==> src/rtl/obf_key_pkg.sv <==
// Shared types and helpers for the obfuscation key loader.
// Holds the FSM state encoding and the parity check function.
package obf_key_pkg;

    localparam int DEF_KEY_W     = 2;
    localparam int DEF_MAX_TRIES = 3;

    typedef enum logic [2:0] {
        ST_IDLE   = 3'd0,
        ST_SHIFT  = 3'd1,
        ST_PARITY = 3'd2,
        ST_LOCKED = 3'd3,
        ST_ERROR  = 3'd4,
        ST_DEAD   = 3'd5
    } key_state_t;

    function automatic logic parity_ok(
        input logic [63:0] shadow,
        input logic        p,
        input logic        odd
    );
        return ((^shadow) ^ p) == odd;
    endfunction

endpackage

==> src/rtl/obf_key_shreg.sv <==
// Shadow shift register for the serial key, with bit counter.
// Also keeps a running XOR of every accepted bit.
module obf_key_shreg
    import obf_key_pkg::*;
#(
    parameter int KEY_W = DEF_KEY_W
) (
    input  logic             clk,
    input  logic             rst,
    input  logic             clr,
    input  logic             shift_en,
    input  logic             bit_in,
    output logic [KEY_W-1:0] shadow,
    output logic             done,
    output logic             par
);

    localparam int CW = $clog2(KEY_W + 1);

    logic [KEY_W-1:0] shadow_q, shadow_d;
    logic [CW-1:0]    cnt_q, cnt_d;
    logic             par_q, par_d;

    always_comb begin
        shadow_d = shadow_q;
        cnt_d    = cnt_q;
        par_d    = par_q;
        if (clr) begin
            shadow_d = '0;
            cnt_d    = '0;
            par_d    = 1'b0;
        end else if (shift_en) begin
            // Left shift works for KEY_W=1 too: the old bit falls off.
            shadow_d = (shadow_q << 1) | KEY_W'(bit_in);
            cnt_d    = cnt_q + 1'b1;
            par_d    = par_q ^ bit_in;
        end
    end

    always_ff @(posedge clk) begin
        if (rst) begin
            shadow_q <= '0;
            cnt_q    <= '0;
            par_q    <= 1'b0;
        end else begin
            shadow_q <= shadow_d;
            cnt_q    <= cnt_d;
            par_q    <= par_d;
        end
    end

    assign shadow = shadow_q;
    assign done   = (cnt_q == CW'(KEY_W - 1));
    assign par    = par_q;

endmodule

==> src/rtl/obf_key_loader.sv <==
// Serial key loader feeding the key inputs of the locked c432 netlist.
// key_out stays zero unless a parity-checked key is committed.
module obf_key_loader
    import obf_key_pkg::*;
#(
    parameter int KEY_W      = DEF_KEY_W,
    parameter int PARITY_ODD = 0,
    parameter int MAX_TRIES  = DEF_MAX_TRIES,
    parameter int RELOAD_EN  = 1
) (
    input  logic             clk,
    input  logic             rst,
    input  logic             load_start,
    input  logic             key_sin,
    input  logic             key_sin_valid,
    output logic [KEY_W-1:0] key_out,
    output logic             key_ready,
    output logic             busy,
    output logic             err,
    output logic             dead
);

    localparam int FW = $clog2(MAX_TRIES + 1);

    key_state_t       state_q, state_d;
    logic [FW-1:0]    fail_q, fail_d, fail_inc;
    logic [KEY_W-1:0] key_q, key_d;
    logic [KEY_W-1:0] shadow_w;
    logic             done_w, par_w, pass_w;
    logic             clr, shift_en;

    obf_key_shreg #(.KEY_W(KEY_W)) u_shreg (
        .clk      (clk),
        .rst      (rst),
        .clr      (clr),
        .shift_en (shift_en),
        .bit_in   (key_sin),
        .shadow   (shadow_w),
        .done     (done_w),
        .par      (par_w)
    );

    assign pass_w   = parity_ok(64'(par_w), key_sin, 1'(PARITY_ODD));
    assign fail_inc = (fail_q == FW'(MAX_TRIES)) ? fail_q : fail_q + 1'b1;

    always_comb begin
        state_d  = state_q;
        fail_d   = fail_q;
        key_d    = key_q;
        clr      = 1'b0;
        shift_en = 1'b0;
        unique case (state_q)
            ST_IDLE, ST_ERROR: begin
                if (load_start) begin
                    clr     = 1'b1;
                    state_d = ST_SHIFT;
                end
            end
            ST_SHIFT: begin
                if (load_start) begin
                    clr = 1'b1;
                end else if (key_sin_valid) begin
                    shift_en = 1'b1;
                    if (done_w) state_d = ST_PARITY;
                end
            end
            ST_PARITY: begin
                if (load_start) begin
                    clr     = 1'b1;
                    state_d = ST_SHIFT;
                end else if (key_sin_valid) begin
                    if (pass_w) begin
                        key_d   = shadow_w;
                        fail_d  = '0;
                        state_d = ST_LOCKED;
                    end else begin
                        fail_d  = fail_inc;
                        state_d = (fail_inc == FW'(MAX_TRIES)) ? ST_DEAD : ST_ERROR;
                    end
                end
            end
            ST_LOCKED: begin
                if (load_start && (RELOAD_EN != 0)) begin
                    clr     = 1'b1;
                    key_d   = '0;
                    state_d = ST_SHIFT;
                end
            end
            ST_DEAD: begin
            end
            default: state_d = ST_IDLE;
        endcase
    end

    always_ff @(posedge clk) begin
        if (rst) begin
            state_q <= ST_IDLE;
            fail_q  <= '0;
            key_q   <= '0;
        end else begin
            state_q <= state_d;
            fail_q  <= fail_d;
            key_q   <= key_d;
        end
    end

    assign key_ready = (state_q == ST_LOCKED);
    assign key_out   = key_ready ? key_q : '0;
    assign busy      = (state_q == ST_SHIFT) || (state_q == ST_PARITY);
    assign err       = (state_q == ST_ERROR) || (state_q == ST_DEAD);
    assign dead      = (state_q == ST_DEAD);

endmodule

==> config.mk <==
export PLATFORM = sky130hd
export DESIGN_NAME = obf_key_loader
export DESIGN_NICKNAME = d
export VERILOG_FILES = /design/src/rtl/obf_key_pkg.sv /design/src/rtl/obf_key_shreg.sv /design/src/rtl/obf_key_loader.sv
export SDC_FILE = /design/constraint.sdc
export NUM_CORES = 1
export LEC_CHECK = 0
export ABC_AREA = 1
export CAP_MARGIN = 20
export CORE_MARGIN = 2
export CORE_UTILIZATION = 55
export DETAILED_ROUTE_END_ITERATION = 10
export GPL_ROUTABILITY_DRIVEN = 0
export PLACE_DENSITY = 0.91
export SLEW_MARGIN = 20
export SYNTH_ARGS = -nofsm -noshare
export SYNTH_HDL_FRONTEND = slang
export SYNTH_HIERARCHICAL = 1
export SYNTH_SLANG_ARGS = --single-unit
==> constraint.sdc <==
create_clock -name clk -period 2.4 [get_ports clk]
set_clock_uncertainty 0.05 [all_clocks]
set_input_delay 0.36 -clock clk [delete_from_list [all_inputs] [get_ports clk]]
set_output_delay 0.36 -clock clk [all_outputs]
set_load 0.005 [all_outputs]
==> summary.md, run 1 <==
| Metric | Value |
|---|---|
| Initial Util | `57.4%` |
| WP data required | `1990 ps` |
| Pwr dens | `738 nW/um^2` |
| GR Overflow Total | `0` |
| Vias post-DR | `709` |
| Final worst slack | `318 ps` |
| Inserted Diodes | `0` |
| Slew HR | `67.8%` |
| Initial antenna violation count | `0` |
| CP Capture Type | `output pin` |
| Area leader, netlist | `dfxtp_1` |
| Highest Signal Layer | `met4` |
| Hold-fix buffers, CTS | `0` |
| Cell Rows | `13` |
| Pwr Total | `0.633 mW` |
| Pin count of the biggest net entering global routing | `9` |
| Synth Instances | `118` |
| Post-CTS sizing | `0` |
| Chip Height | `40.4 microns` |
| Yosys reg bits | `12` |
| Core Region | `1270 sq um` |
| CTS sink cnt | `12` |
| Post-Place Setup Slack | `473 ps` |
| Final setup TNS | `0 ps` |
| Leakage power figure | `0.357 nW` |
| Critical Path AT | `1670 ps` |
| Crit path capture | `busy` |
| Drt pass-1 iters | `4` |
| Layout cell share with drive strength beyond 1 | `13.8%` |
| Max-Cap Viols | `0` |
| Reg-to-reg startpoint | `state_q[0]` |
| Setup Buffers After CTS | `0` |
| Final period utilization | `86.8%` |
| Critical Path Source | `state_q[1]` |
| Yosys warns | `6` |
| Top cells by count, synth | `nand2_1 (34), inv_1 (19), nor2_1 (18)` |
| Max FO, Critical Path | `6` |
| Min-delay worst type | `flip-flop to flip-flop` |
| Area share of the largest cell type after synthesis | `33.0%` |
| CTS tree | `built` |
| Synth cell types | `19` |
| Top-count cell post-synth | `nand2_1` |
| Vias in the first global route | `599` |
| Cell Area, Synth | `728 sq um` |
| CTS root buffer | `clkbuf_4` |
| RSZ-0062 raised after global routing | `no` |
| Worst Max-Slew Pin Slew | `482 ps` |
| Fin. Hold Viols | `0` |
| H-Tree Depth | `1` |
| PortBufs | `10` |
| Pins Over Slew Limit | `0` |
| Mean routed wirelength per cell | `9.59 microns` |
| Die width | `40.4 microns` |
| Final setup fails | `0` |
| Post-DRT Antenna Nets | `0` |
| Dominant synthesized flop cell | `dfxtp_1` |
| Die ar. | `1630 sq um` |
| Clk Latency, worst-skew pair | `270 ps` |
| Final worst path period need | `2080 ps` |
| Startpoint Class | `flip-flop` |
| Final nets | `138` |
| Met3 WL post-DR | `65 microns` |
| Num CTS Buffers | `3` |
| Ports | `11` |
| Post-DP HPWL | `1130 microns` |
| Iter 0 DRT Violations | `13` |
| WL final | `1390 microns` |
| GRT Resource Usage Total | `21.7%` |
| Post-synth ARST share | `0%` |
| DRC viols | `0` |
| M1 WL | `613 microns` |
| Internal reg-to-reg setup slack | `800 ps` |
| Synthesis-to-finish area growth | `17.9%` |
| Clock Pin Slew Worst Setup and Hold Paths | `70 ps` |
| Peak supply drop | `0.339 mV` |
| Global-route wire length before repair | `2240 microns` |
| Mapped Nets | `124` |
| Critical setup path kind | `flip-flop to output pin` |
| Mapped Avg Cell Area | `6.17 sq um` |
| Via-per-instance ratio | `4.89` |
| Metal2 WL | `671 microns` |
| RR Endpoint | `u_shreg/par` |
| Status | `completed` |
| Fmax | `480 MHz` |
| Synth area leaders | `dfxtp_1 (33%), nand2_1 (18%), inv_1 (9.8%)` |
| Worst r2r path cells | `7` |
| EDFF count, synth | `0` |
| Clock buffer depth | `2` |
| Post-synthesis sequential area ratio | `33.0%` |
-- where the power goes --
group	switching (mW)	internal, mW	total, mW	leakage [nW]
Sequential	0.0343	0.220	0.255	0.0972
Combinational	0.149	0.108	0.258	0.246
Clock	0.0626	0.0581	0.121	0.0138
-- through the flow --
| step | utilization [%] | area [sq um] | std cells | hold WS (ps) |
|---|---|---|---|---|
| 2_1_floorplan | - | 728 | 118 | 379 |
| 3_3_place_gp | 65.9 | 836 | 142 | 403 |
| 3_5_place_dp | 65.9 | 836 | 142 | 413 |
| 4_1_cts | 67.7 | 858 | 145 | 424 |
| 5_1_grt | 67.7 | 858 | 145 | 448 |
| 6_report | 67.7 | 858 | 145 | 420 |
-- cells in the final DEF (no fill, tap or decap) --
cell type / n
dfxtp_1: 12
inv_2: 5
nand3_2: 1
nor3_2: 1
clkbuf_4: 3
nor3_4: 1
nor2_1: 18
nand2_1: 34
nand2_2: 3
clkdlybuf4s50_1: 10
ha_1: 1
nand3_1: 4
o21ai_1: 3
a21oi_1: 9
nand4_1: 1
nor2_2: 2
nor3_1: 1
inv_1: 19
nor2_4: 1
o21ai_2: 1
-- registers in the layout (all words and copies together), names as in the netlist --
name,cells
u_shreg/cnt_q,2
u_shreg/par,1
fail_q,2
key_q,2
state_q,3
u_shreg/shadow,2
-- final cells by class --
cell class                      count  area (sq um)
Multi-Input combinational cell     81           387
Tap cell                           15          18.8
Inverter                           24          90.1
Fill cell                         124           410
Clock buffer                        3          22.5
Sequential cell                    12           240
Timing Repair Buffer               10           100
-- cell families (layout without fill, tap and decap cells) --
group	count (synthesis)	in the layout	synth area share, %
compound gates	13	13	9.45
fa+ha+maj	1	1	1.72
buf+inv	25	37	13.9
flops	12	12	33.0
simple gates	67	67	41.9
-- worst max-delay path: stages (launching register included) --
cell             delay, ps
dfxtp_1                440
inv_2                   80
nor3_4                 230
inv_2                  100
nand2_1                 60
clkdlybuf4s50_1        490
-- worst min-delay path by stage --
| stage | endpoint | startpoint | slack [ps] | depth (start not counted) |
|---|---|---|---|---|
| floorplan | key_q[0] | rst | 380 | 1 |
| CTS | u_shreg/cnt_q[1] | u_shreg/cnt_q[1] | 420 | 2 |
| global route | key_q[0] | key_q[0] | 450 | 2 |
| detailed placement | key_q[0] | key_q[0] | 410 | 2 |
| finish | key_q[0] | key_q[0] | 420 | 2 |
| global placement | u_shreg/shadow[1] | u_shreg/shadow[1] | 400 | 2 |
-- metal layers --
metal | track usage [%] | up-vias
met5 | 0 | -
met4 | 15.0 | 0
met3 | 5.00 | 4
met2 | 36.1 | 14
met1 | 24.1 | 309
li1 | - | 382
No activity file was read; power rests on OpenSTA's default activity.
==> inputs of run 2 (changes only) <==
Settings changed: ABC_AREA 1 to default, GPL_TIMING_DRIVEN from default to 0, PLACE_DENSITY 0.91 to 0.81.
==> run 2 against run 1 <==
Synthesized cell count fell by 25%. Flip-flop and latch count unchanged. Critical endpoint is now dead. Setup slack worse by 130 ps.
==> summary.md, run 2 <==
| Metric | Value |
|---|---|
| Startpoint Class | `flip-flop` |
| Highest Signal Layer | `met4` |
| Critical Path AT | `1800 ps (+130 ps)` |
| Iter 0 DRT Violations | `17 (+4)` |
| WL final | `1360 microns (-2.3%)` |
| RSZ-0062 raised after global routing | `no` |
| Final worst path period need | `2210 ps (+126 ps)` |
| Cell Rows | `13 (unchanged)` |
| Max-Cap Viols | `0 (unchanged)` |
| EDFF count, synth | `0 (unchanged)` |
| Inserted Diodes | `0 (unchanged)` |
| Slew HR | `78.7% (+11 points)` |
| CP peak stage delay | `490 ps (about the same)` |
| Post-Place Setup Slack | `500 ps (+27.4 ps)` |
| Fin. Hold Viols | `0 (unchanged)` |
| Met3 WL post-DR | `84 microns (+29%)` |
| Synth cell types | `37 (+18)` |
| Top cells by count, synth | `dfxtp_1 (12), nor2_1 (12), nand2_1 (6)` |
| Pwr dens | `485 nW/um^2 (-34%)` |
| WP data required | `1990 ps (about the same)` |
| Core Region | `1280 sq um (+1.3%)` |
| CP max-delay cell | `clkdlybuf4s50_1` |
| Clock Pin Slew Worst Setup and Hold Paths | `80 ps (about the same)` |
| Layout cell share with drive strength beyond 1 | `17.5% (+3.6 points)` |
| DRC viols | `0 (unchanged)` |
| CTS sink cnt | `12 (unchanged)` |
| CTS tree | `built` |
| Worst Max-Slew Pin Slew | `318 ps (-164 ps)` |
| Pin count of the biggest net entering global routing | `11 (+2)` |
| Yosys warns | `6 (unchanged)` |
| Max FO, Critical Path | `10 (+4)` |
| M1 WL | `700 microns (+14%)` |
| Die width | `41.0 microns (+1.5%)` |
| Mapped Avg Cell Area | `8.45 sq um (+37%)` |
| Critical setup path kind | `flip-flop to output pin` |
| Area leader, netlist | `dfxtp_1` |
| Final setup TNS | `0 ps (unchanged)` |
| Cell Area, Synth | `752 sq um (+3.3%)` |
| Pwr Total | `0.440 mW (-30%)` |
| CTS root buffer | `clkbuf_4` |
| Reg with most FFs | `state_q` |
| Final period utilization | `92.0% (+5.2 points)` |
| Pins Over Slew Limit | `0 (unchanged)` |
| Global-route wire length before repair | `2090 microns (-6.8%)` |
| Synthesis-to-finish area growth | `20.6%` |
| Clk Latency, worst-skew pair | `280 ps (about the same)` |
| Peak supply drop | `0.321 mV (-5.4%)` |
| Chip Height | `41.0 microns (+1.5%)` |
| Die ar. | `1680 sq um (+2.9%)` |
| Post-CTS sizing | `0 (unchanged)` |
| PortBufs | `10 (unchanged)` |
| Synth area leaders | `dfxtp_1 (32%), nor2_1 (6.0%), mux2i_1 (5.3%)` |
| Initial antenna violation count | `0 (unchanged)` |
| Min-delay worst type | `flip-flop to flip-flop` |
| Final worst slack | `192 ps (-126 ps)` |
| Mean routed wirelength per cell | `11.5 microns (+20%)` |
| Post-DP HPWL | `970 microns (-14%)` |
| Clock buffer depth | `2 (unchanged)` |
| WP buf/inv | `2 (-1)` |
| Layout fillers | `106 (-15%)` |
| GR Overflow Total | `0 (unchanged)` |
| Dominant synthesized flop cell | `dfxtp_1` |
| Vias post-DR | `659 (-7.1%)` |
| Cell Chain, Critical Path | `buf_2 -> nor2b_1 -> and2_1 -> clkdlybuf4s50_1` |
| Leakage power figure | `0.364 nW (+1.9%)` |
| Yosys reg bits | `12 (unchanged)` |
| Hold-fix buffers, CTS | `0 (unchanged)` |
| Mapped Nets | `95 (-23%)` |
| Vias in the first global route | `500 (-17%)` |
| Area share of the largest cell type after synthesis | `31.9% (-1.0 points)` |
| Post-synthesis sequential area ratio | `31.9% (-1.0 points)` |
| Final nets | `110 (-20%)` |
| Fmax | `453 MHz (-5.7%)` |
| H-Tree Depth | `1 (unchanged)` |
| Num CTS Buffers | `3 (unchanged)` |
| CP Capture Type | `output pin` |
| Via-per-instance ratio | `5.58 (+14%)` |
| Most frequent cells in the layout | `nor2_1 (12), dfxtp_1 (12), clkdlybuf4s50_1 (10)` |
| Final setup fails | `0 (unchanged)` |
| Ports | `11 (unchanged)` |
| Metal2 WL | `547 microns (-18%)` |
| Drt pass-1 iters | `4 (unchanged)` |
| Fin util | `70.6% (+2.9 points)` |
| Max reg flops | `3 (unchanged)` |
| Synth Instances | `89 (-25%)` |
| Status | `completed` |
| Initial Util | `58.5% (+1.1 points)` |
| Post-DRT Antenna Nets | `0 (unchanged)` |
| Worst path top cell family by delay | `buffers and inverters` |
| GRT Resource Usage Total | `18.8% (-2.9 points)` |
| Setup Buffers After CTS | `0 (unchanged)` |
| Post-synth ARST share | `0% (unchanged)` |
[run 2: changes by cell type after synthesis, sizes merged, moves of 4 or more]
cell	change
mux2i	+4
inv	-20
nor2	-8
and3	+4
nand3	-4
nand2	-31
a21oi	-5
buf	+4
[run 2: per-layer routing]
metal,global-route usage [%],vias up
met4,5.00,0
met5,0,-
met2,28.9,19
met1,26.8,300
met3,3.26,6
li1,-,334
[run 2: worst register-to-register path, stage by stage (launching register included)]
cell	delay, ps
dfxtp_1	400
buf_2	240
nor2b_1	240
and3_1	210
buf_6	130
mux2i_1	190
nor2_1	50
[run 2: final timing paths]
path                                   startpoint           endpoint  slack [ps]  cells past startpoint
worst max register to register         state_q[0]  u_shreg/shadow[0]         790                      6
worst min register to register  u_shreg/shadow[1]  u_shreg/shadow[1]         470                      2
worst max-delay path                   state_q[0]               dead         190                      4
worst min-delay path            u_shreg/shadow[1]  u_shreg/shadow[1]         470                      2
[run 2: report_power, final]
group / total, mW / internal (mW) / leakage [nW] / switching [mW]
combinational: 0.0698 / 0.0341 / 0.246 / 0.0357
sequential: 0.206 / 0.202 / 0.0971 / 0.00357
clock: 0.164 / 0.0923 / 0.0210 / 0.0720
[run 2: cell type report]
cell class	count	area, sq um	share of cell area [%]
Multi-Input combinational cell	67	458	50.5
Inverter	4	15.0	1.66
Sequential cell	12	240	26.5
Clock buffer	4	36.3	4.00
Timing Repair Buffer	10	100	11.0
Tap cell	15	18.8	2.07
Buffer	6	38.8	4.28
[run 2: cells by family after synthesis]
kind of cell	synth area share, %
flip-flops	31.9
AO/OA/AOI/OAI	14.3
AND/OR/NAND/NOR	32.1
XOR/XNOR	4.49
buffers and inverters	7.15
adder cells (fa/ha/maj)	1.66
multiplexers	8.32
[run 2: per-stage QoR]
step	hold slack, ps	std cells	cell area (sq um)
after global routing	494	118	907
final	465	118	907
after floorplan	410	89	752
after CTS	466	118	907
after global placement	436	114	871
after detailed placement	447	114	871
==> inputs of run 3 (changes only) <==
Settings changed: CORE_MARGIN 2 to 4.
==> run 3 against run 2 <==
Sequential power barely moved. Wire length is 4.9% higher. Final area unchanged. Register-to-register slack lost 20 ps. Flip-flop and latch count unchanged. Cell count unchanged. Highest routed layer unchanged. Critical path type unchanged.
==> summary.md, run 3 (same netlist as run 2, synthesis figures left out) <==
| Metric | Value |
|---|---|
| Chip Height | `45.0 microns (+9.8%)` |
| Status | `completed` |
| Via-per-instance ratio | `5.55 (-0.61%)` |
| H-Tree Depth | `1 (unchanged)` |
| PortBufs | `10 (unchanged)` |
| Setup Buffers After CTS | `0 (unchanged)` |
| Ports | `11 (unchanged)` |
| Clock Pin Slew Worst Setup and Hold Paths | `80 ps (about the same)` |
| Die ar. | `2020 sq um (+20%)` |
| Vias in the first global route | `556 (+11%)` |
| DRC viols | `0 (unchanged)` |
| Synthesis-to-finish area growth | `20.6% (unchanged)` |
| Critical Path Source | `state_q[0]` |
| Hold-fix buffers, CTS | `0 (unchanged)` |
| Clk Latency, worst-skew pair | `270 ps (about the same)` |
| Pwr dens | `480 nW/um^2 (-0.99%)` |
| Die width | `45.0 microns (+9.8%)` |
| Cell Chain, Critical Path | `buf_2 -> nor2b_1 -> and2_1 -> clkdlybuf4s50_1` |
| Peak supply drop | `0.348 mV (+8.3%)` |
| Layout cell share with drive strength beyond 1 | `17.5% (unchanged)` |
| Initial Util | `57.8% (-0.73 points)` |
| CP Depth | `4 (unchanged)` |
| Crit path capture | `dead` |
| Mean routed wirelength per cell | `12.1 microns (+4.9%)` |
| Fin util | `69.7% (-0.88 points)` |
| WP data required | `1990 ps (about the same)` |
| Pin count of the biggest net entering global routing | `11 (unchanged)` |
| CP Capture Type | `output pin` |
| Slew HR | `80.9% (+2.2 points)` |
| Num CTS Buffers | `3 (unchanged)` |
| Worst Max-Slew Pin Slew | `285 ps (-32.6 ps)` |
| Iter 0 DRT Violations | `11 (-6)` |
| Global-route wire length before repair | `2390 microns (+15%)` |
| Critical Path AT | `1800 ps (about the same)` |
| CP max-delay cell | `clkdlybuf4s50_1` |
| Reg with most FFs | `state_q` |
| Core Region | `1300 sq um (+1.3%)` |
| Post-DRT Antenna Nets | `0 (unchanged)` |
| RSZ-0062 raised after global routing | `no` |
| CTS sink cnt | `12 (unchanged)` |
| Post-DP HPWL | `1030 microns (+6.1%)` |
| Max-Cap Viols | `0 (unchanged)` |
| Worst path top cell family by delay | `buffers and inverters` |
| CP peak stage delay | `490 ps (about the same)` |
| CTS tree | `built` |
| Leakage power figure | `0.364 nW (unchanged)` |
| Reg-to-reg startpoint | `state_q[0]` |
| Final worst path period need | `2210 ps (+5.70 ps)` |
| Vias post-DR | `655 (-0.61%)` |
| Inserted Diodes | `0 (unchanged)` |
| Final nets | `110 (unchanged)` |
| Cell Rows | `13 (unchanged)` |
| Internal reg-to-reg setup slack | `770 ps (-20 ps)` |
| Clock buffer depth | `2 (unchanged)` |
| Critical setup path kind | `flip-flop to output pin` |
| Max reg flops | `3 (unchanged)` |
| Drt pass-1 iters | `4 (unchanged)` |
| GRT Resource Usage Total | `16.0% (-2.9 points)` |
| WP buf/inv | `2 (unchanged)` |
| RR Endpoint | `u_shreg/shadow[0]` |
| Startpoint Class | `flip-flop` |
| Final setup TNS | `0 ps (unchanged)` |
| Pins Over Slew Limit | `0 (unchanged)` |
| Post-CTS sizing | `0 (unchanged)` |
| Fin. Hold Viols | `0 (unchanged)` |
| CTS root buffer | `clkbuf_4` |
| GR Overflow Total | `0 (unchanged)` |
| Initial antenna violation count | `0 (unchanged)` |
| Final period utilization | `92.2% (+0.24 points)` |
| Min-delay worst type | `flip-flop to flip-flop` |
| Max FO, Critical Path | `10 (unchanged)` |
| WL final | `1420 microns (+4.9%)` |
| Most frequent cells in the layout | `nor2_1 (12), dfxtp_1 (12), clkdlybuf4s50_1 (10)` |
| Final setup fails | `0 (unchanged)` |
| Worst r2r path cells | `6 (unchanged)` |
| Fmax | `452 MHz (-0.26%)` |
==> run 3: cell counts in the layout (fill, tap and decap cells not counted) <==
No cell type changed its count.
==> run 3: how the worst min path moves through the flow <==
| stage | from | end | cells after the start |
|---|---|---|---|
| floorplan | u_shreg/shadow[1] | u_shreg/shadow[1] | 2 |
| global placement | u_shreg/shadow[1] | u_shreg/shadow[1] | 2 |
| detailed placement | u_shreg/shadow[1] | u_shreg/shadow[1] | 2 |
| CTS | u_shreg/cnt_q[1] | u_shreg/cnt_q[1] | 2 |
| global route | u_shreg/cnt_q[1] | u_shreg/cnt_q[1] | 2 |
| finish | u_shreg/cnt_q[1] | u_shreg/cnt_q[1] | 2 |
==> run 3: through the flow <==
stage / worst slack [ps] / hold WS [ps] / power [mW] / instance area, sq um / instances
2_1_floorplan: 1000 / 410 / 0.256 / 752 / 89
3_3_place_gp: 515 / 434 / 0.279 / 871 / 114
3_5_place_dp: 484 / 447 / 0.281 / 871 / 114
4_1_cts: 171 / 462 / 0.443 / 907 / 118
5_1_grt: 92.2 / 495 / 0.459 / 907 / 118
6_report: 186 / 457 / 0.436 / 907 / 118
==> run 3: area by class of cell <==
cell class / instances / area, sq um
sequential: 12 / 240
clock buffer: 4 / 36.3
timing repair buffer: 10 / 100
tap: 15 / 18.8
buffer: 6 / 38.8
fill: 126 / 394
inverter: 4 / 15.0
multi-input combinational: 67 / 458
==> run 3: tightest hold or removal path, cell delays in order, from the launching register on <==
cell,delay [ps]
dfxtp_1,310
nor2_1,110
a211oi_2,40
==> run 3: routing by layer <==
layer,part of all wire (%),up-vias,global-route usage [%]
li1,-,332,-
met1,49,296,23.4
met2,45,23,22.6
met3,5.8,4,2.79
met4,0.84,0,7.02
met5,0,-,0
==> run 3: where the power goes <==
group	switching [mW]	internal [mW]	total (mW)
combinational	0.0362	0.0340	0.0702
sequential	0.00371	0.202	0.206
clock	0.0673	0.0921	0.159
total	0.107	0.329	0.436
